$ cat config.mk
export PLATFORM = sky130hd
export DESIGN_NAME = t08_fetch
export DESIGN_NICKNAME = d
export VERILOG_FILES = /design/src/rtl/t08_fetch.sv
export SDC_FILE = /design/constraint.sdc
export NUM_CORES = 1
export LEC_CHECK = 0
export CORE_MARGIN = 2
export CORE_UTILIZATION = 51
export DETAILED_ROUTE_END_ITERATION = 6
export HOLD_SLACK_MARGIN = 0.08
export PLACE_DENSITY = 0.81
export REMOVE_ABC_BUFFERS = 1
export SETUP_SLACK_MARGIN = 0.5
export SLEW_MARGIN = 20
export SYNTH_ARGS = -nofsm -noshare
export SYNTH_HDL_FRONTEND = slang
export SYNTH_SLANG_ARGS = --single-unit
export TNS_END_PERCENT = 5
$ cat constraint.sdc
create_clock -name clk -period 3 [get_ports clk]
set_clock_uncertainty 0.1 [all_clocks]
set_input_delay 0.45 -clock clk [delete_from_list [all_inputs] [get_ports clk]]
set_output_delay 0.45 -clock clk [all_outputs]
set_load 0.01 [all_outputs]
$ cat src/rtl/t08_fetch.sv
// rtl/t08_fetch.sv - program counter / fetch address generator with jump link capture
module t08_fetch #(
    parameter logic [31:0] RESET_PC = 32'h0000_0000,
    parameter logic [31:0] PC_STEP  = 32'd4
) (
    input  logic        clk,
    input  logic        nrst,
    input  logic        jump,
    input  logic        branch,
    input  logic [31:0] imm_address,
    output logic [31:0] ret_address,
    output logic [31:0] program_counter
);

    logic [31:0] target_pc;
    logic [31:0] seq_pc;

    // One shared target adder serves both jump and branch; sums wrap modulo 2^32.
    assign target_pc = program_counter + imm_address;
    assign seq_pc    = program_counter + PC_STEP;

    always_ff @(posedge clk or posedge nrst) begin
        if (nrst) begin
            program_counter <= RESET_PC;
            ret_address     <= 32'd0;
        end else begin
            if (jump || branch) begin
                program_counter <= target_pc;
            end else begin
                program_counter <= seq_pc;
            end
            if (jump) begin
                ret_address <= seq_pc;
            end
        end
    end

endmodule

---- Word level (Yosys, flattened, before mapping) ----
Index checks and enable logic that the tools add are counted.
storage, ports and cells
  register bits ........................... 64
  input port bits ......................... 36
  output and inout port bits .............. 64
  word-level logic and storage cells ...... 6
operators by class
  add/subtract/negate cells ............... 2
  multiplexer cells ....................... 1
  reductions and logical operators ........ 1
operator list
  kind                     number
  $add A32 B3 Y32 const B  1
  $add A32 B32 Y32         1
  $mux W32                 1
  $logic_or A1 B1 Y1       1

---- Longest topological paths before layout ----
  word-level depth ........................ 2
  mapped depth ............................ 11
  mapped depth without buffers ............ 11

---- Worst setup path after synthesis ----
OpenSTA, ideal clock, no wires.
  kind .................................... input to register
  from .................................... input imm_address[0]
  to ...................................... register program_counter[30]
  setup time .............................. 0.135 ns
  arrival time ............................ 2.589 ns
  required time ........................... 2.765 ns
  slack ................................... 0.176 ns
  stages on the path ...................... 11
  path buffers ............................ 0
  cell sequence ........................... ha_1 inv_1 fa_1 nand2b_2 a21oi_2 o311a_4 a221oi_4 o41a_4 o211ai_2 and4_4 a211oi_2
on the way
  longest elaborated chain between the ends .. 2
RTL lines
  element               RTL line  text
  from (decl)           10        input logic [31:0] imm_address,
  $add A32 B32 Y32      19        assign target_pc = program_counter + imm_address;
  $mux W32              27        if (jump || branch) begin
  to (signal assigned)  28        program_counter <= target_pc;
  to (signal assigned)  30        program_counter <= seq_pc;
  to (decl)             12        output logic [31:0] program_counter
Every way passes these cells.
A chain may end at the register's enable or synchronous reset.

---- Worst setup path after layout ----
  from .................................... register program_counter[17]
  to ...................................... register program_counter[31]
on the way
  longest elaborated chain between the ends .. 2
  elaborated cells on any way between the ends .. 3
  classes of those cells .................. 2 x add/sub; 1 x mux
RTL lines
  element                                                     RTL line
  $add A32 B3 Y32 / $add A32 B32 Y32 (equally long branches)  20, 19
  $mux W32 (*)                                                27
Every way passes the cells marked *; elsewhere a longest branch is shown, timed or not.

==> impl_metrics.ini <==
[status]
status = finished clean

[critical_path]
r2r_start = program_counter[17]
required_ps = 3120
ff2ff_setup_slack_ps = 270
r2r_end = program_counter[31]
worst_setup_path_end_kind = flip-flop
cp_cell_sequence = ha_4, buf_4, nand4_1, nor3_2, and3_1, buf_4, a41o_1, o21ai_2, buf_4, buf_4, a311o_1
reg2reg_depth = 11
crit_fanout = 5
worstPathArrival_ps = 2850
critPathKind = reg2reg
cp_common_cell = buf_4
cp_slowest_cell = dfrtp_1
cpPeakStageDelay_ps = 460
worst_setup_path_start_kind = flip-flop

[sta]
max_slew_margin = 0.651
clock.fmax_ghz = 0.366
period_minus_slack_ps = 2730
post-route-period-util = 0.911
tightest_slew_ps = 523
final-max-slew-violation-count = 0
setup_tns_ps = 0
rsz0062_at_grt = yes
setup_ws_ps = 267
hold_viol_final = 0
finalSetupViolCount = 0

[clocking]
cts_tree = built
cts_hold_buffers = 0
clockBufferDepth = 2
cts_max_level = 3
cts.sinks = 64
clk_pin_slew_ps = 70
cts_root_buffer = clkbuf_8
clock_latency_ps = 350
cts_buffers = 9

[finish]
layout.cells.non_filler = 775
multi_input_area_um2 = 2900
fin_util = 0.745
regArea_um2 = 1600
finalNetCount = 731
syn_to_final_growth_pct = 43.3
layout-drive-gt1-share = 0.213
nFillCells = 642
insertedDiodeCount = 0

[detailed_routing]
avgRoutedWirePerCell_um = 17.1
first_iter_violations = 201
wl_met3_um = 599
wl_met1_mm = 5.83
drt-vias-per-instance = 5.63
ant_nets = 0
drt_wl_total_mm = 13.3
drc = 0
drt-pass1-iter-count = 4
dr_wl_met2_mm = 6.51
highest_layer = met4
num_vias = 4366

[yosys]
synth_ff_type = dfrtp_1
yosys.cell_types.count = 59
syn_area_um2 = 4460
synth_area_per_cell_um2 = 8.88
postSynthCellCount = 503
synth_edf_count = 0
synthArstFlopShare = 1.00
yosysWarnings = 0
synth-seq-cells = 64
synth_seq_area_share = 0.359

[power_and_ir_drop]
p_comb_frac = 0.672
leakage_nw = 2.78
finalPower_mw = 7.31
p_per_area_nw_per_um2 = 1140
ir_drop_v = 0.000544
sw_frac_of_total = 0.427
p_int_mw = 4.19
p_switching_mw = 3.12
clockPowerShare = 0.092
seqPwrFrac = 0.236

[global_route]
grtUsageTotal = 0.287
grt_overflow_total = 0
grt_pass1_vias = 4570
antenna_found_initial = 0
grt_pass1_wl_mm = 22.2
grt_max_degree = 31

[die]
core-area_um2 = 8590
die-area_um2 = 9520
die_width_um = 97.6
start_util = 0.520
die_h_um = 97.6
rows = 34
io_pins = 100

[placement]
routabilityCongestion = 1.01
port_buffers = 99
dp_worst_setup_slack_ps = -385
dp.cells = 751
dp_hpwl_mm = 9.68

[worst_hold_path]
min_path_type = in2async

[job]
cap_violations = 0
[cell families after synthesis]
family,count (synthesis),share of synthesized area
adder cells (fa/ha/maj),33,0.0942
AND/OR/NAND/NOR,167,0.178
flip-flops,64,0.359
AO/OA/AOI/OAI,137,0.202
XOR/XNOR,52,0.102
multiplexers,13,0.0311
buffers and inverters,37,0.0336
[cell type report]
cell class	instances	area share
clock inverter	6	0.00724
clock buffer	10	0.0199
multi-input combinational	402	0.454
tap	108	0.0211
sequential	64	0.250
timing repair buffer	173	0.241
inverter	12	0.00704
[metrics by stage]
stage | area [um^2] | hold slack, ps
3_5_place_dp | 5980 | 394
2_1_floorplan | 4360 | 435
5_1_grt | 6400 | 399
4_1_cts | 6390 | 382
6_report | 6400 | 364
3_3_place_gp | 5980 | 388
[synth_stat cells, drive strengths merged (2+ instances only)]
cell type | instances | area, um^2
nand4 | 15 | 93.8
clkbuf | 19 | 71.3
nor3b | 2 | 15.0
a211o | 2 | 17.5
and2 | 2 | 12.5
a211oi | 4 | 35.0
nor3 | 7 | 35.0
o21ai | 21 | 109
inv | 12 | 45.0
or3 | 4 | 25.0
mux2i | 6 | 60.1
nand3 | 13 | 65.1
nor2 | 55 | 211
a221oi | 2 | 41.3
a21oi | 64 | 324
a31o | 3 | 26.3
xor2 | 22 | 193
buf | 6 | 33.8
a31oi | 3 | 18.8
o21bai | 2 | 15.0
and3 | 10 | 63.8
o211ai | 5 | 47.5
a21o | 15 | 113
a21boi | 3 | 22.5
nand2b | 3 | 21.3
o31ai | 2 | 15.0
nand2 | 45 | 169
dfrtp | 64 | 1600
o22ai | 2 | 12.5
mux2 | 7 | 78.8
nor2b | 2 | 12.5
and4 | 5 | 46.3
ha | 32 | 400
xnor2 | 30 | 263
or2 | 3 | 18.8
[placed cells by master, fill, tap and decap left out, drive strengths merged, types with 4 or more instances in the layout]
cell	synthesis	layout
nand4	15	15
a211oi	4	4
ha	32	32
dfrtp	64	64
o21ai	21	21
dlygate4sd2	0	7
clkdlybuf4s50	0	91
a21oi	64	64
inv	12	12
a21o	15	15
nand3	13	13
xor2	22	22
or3	4	4
clkbuf	19	10
mux2i	6	6
mux2	7	7
xnor2	30	30
nand2	45	45
nor2	55	55
clkinv	0	4
buf	6	75
nor3	7	7
and3	10	10
o211ai	5	5
and4	5	5
[critical path: cells and delay by family, from the launching register on]
kind / cells / cell delay [ps]
flip-flops: 1 / 460
AND/OR/NAND/NOR: 3 / 620
AO/OA/AOI/OAI: 3 / 610
adder cells (fa/ha/maj): 1 / 300
buffers and inverters: 4 / 510
[state kept, by name, summed over array words and instances, names as in the netlist]
signal           count
program_counter     32
ret_address         32
[metal layers]
layer | track usage | vias to the layer above
li1 | - | 2129
met4 | 0.111 | 0
met2 | 0.487 | 132
met3 | 0.0532 | 31
met1 | 0.362 | 2074
met5 | 0 | -
[power by group through the flow]
stage | Sequential, mW | Clock, mW | Combinational (mW)
floorplan | 1.84 | 0 | 2.36
global placement | 1.68 | 0 | 4.42
detailed placement | 1.70 | 0 | 4.52
CTS | 1.72 | 0.688 | 4.84
global route | 1.78 | 0.719 | 5.35
finish | 1.72 | 0.675 | 4.91
[what timing repair did]
| item | in CTS | in global routing |
|---|---|---|
| gates resized for setup | 37 | 2 |
| setup buffers | 8 | 0 |
| endpoints found under the setup margin | 19 | 20 |
| pin swaps | 27 | 3 |
[how the worst max path moves through the flow]
stage,cells past startpoint,slack (ps),end,start
floorplan,11,140,program_counter[30],imm_address[0]
global placement,12,-370,program_counter[30],imm_address[0]
detailed placement,12,-380,program_counter[30],imm_address[0]
CTS,12,300,program_counter[24],program_counter[0]
global route,11,160,program_counter[23],imm_address[8]
finish,11,270,program_counter[31],program_counter[17]
No activity file was read; power rests on OpenSTA's default activity.
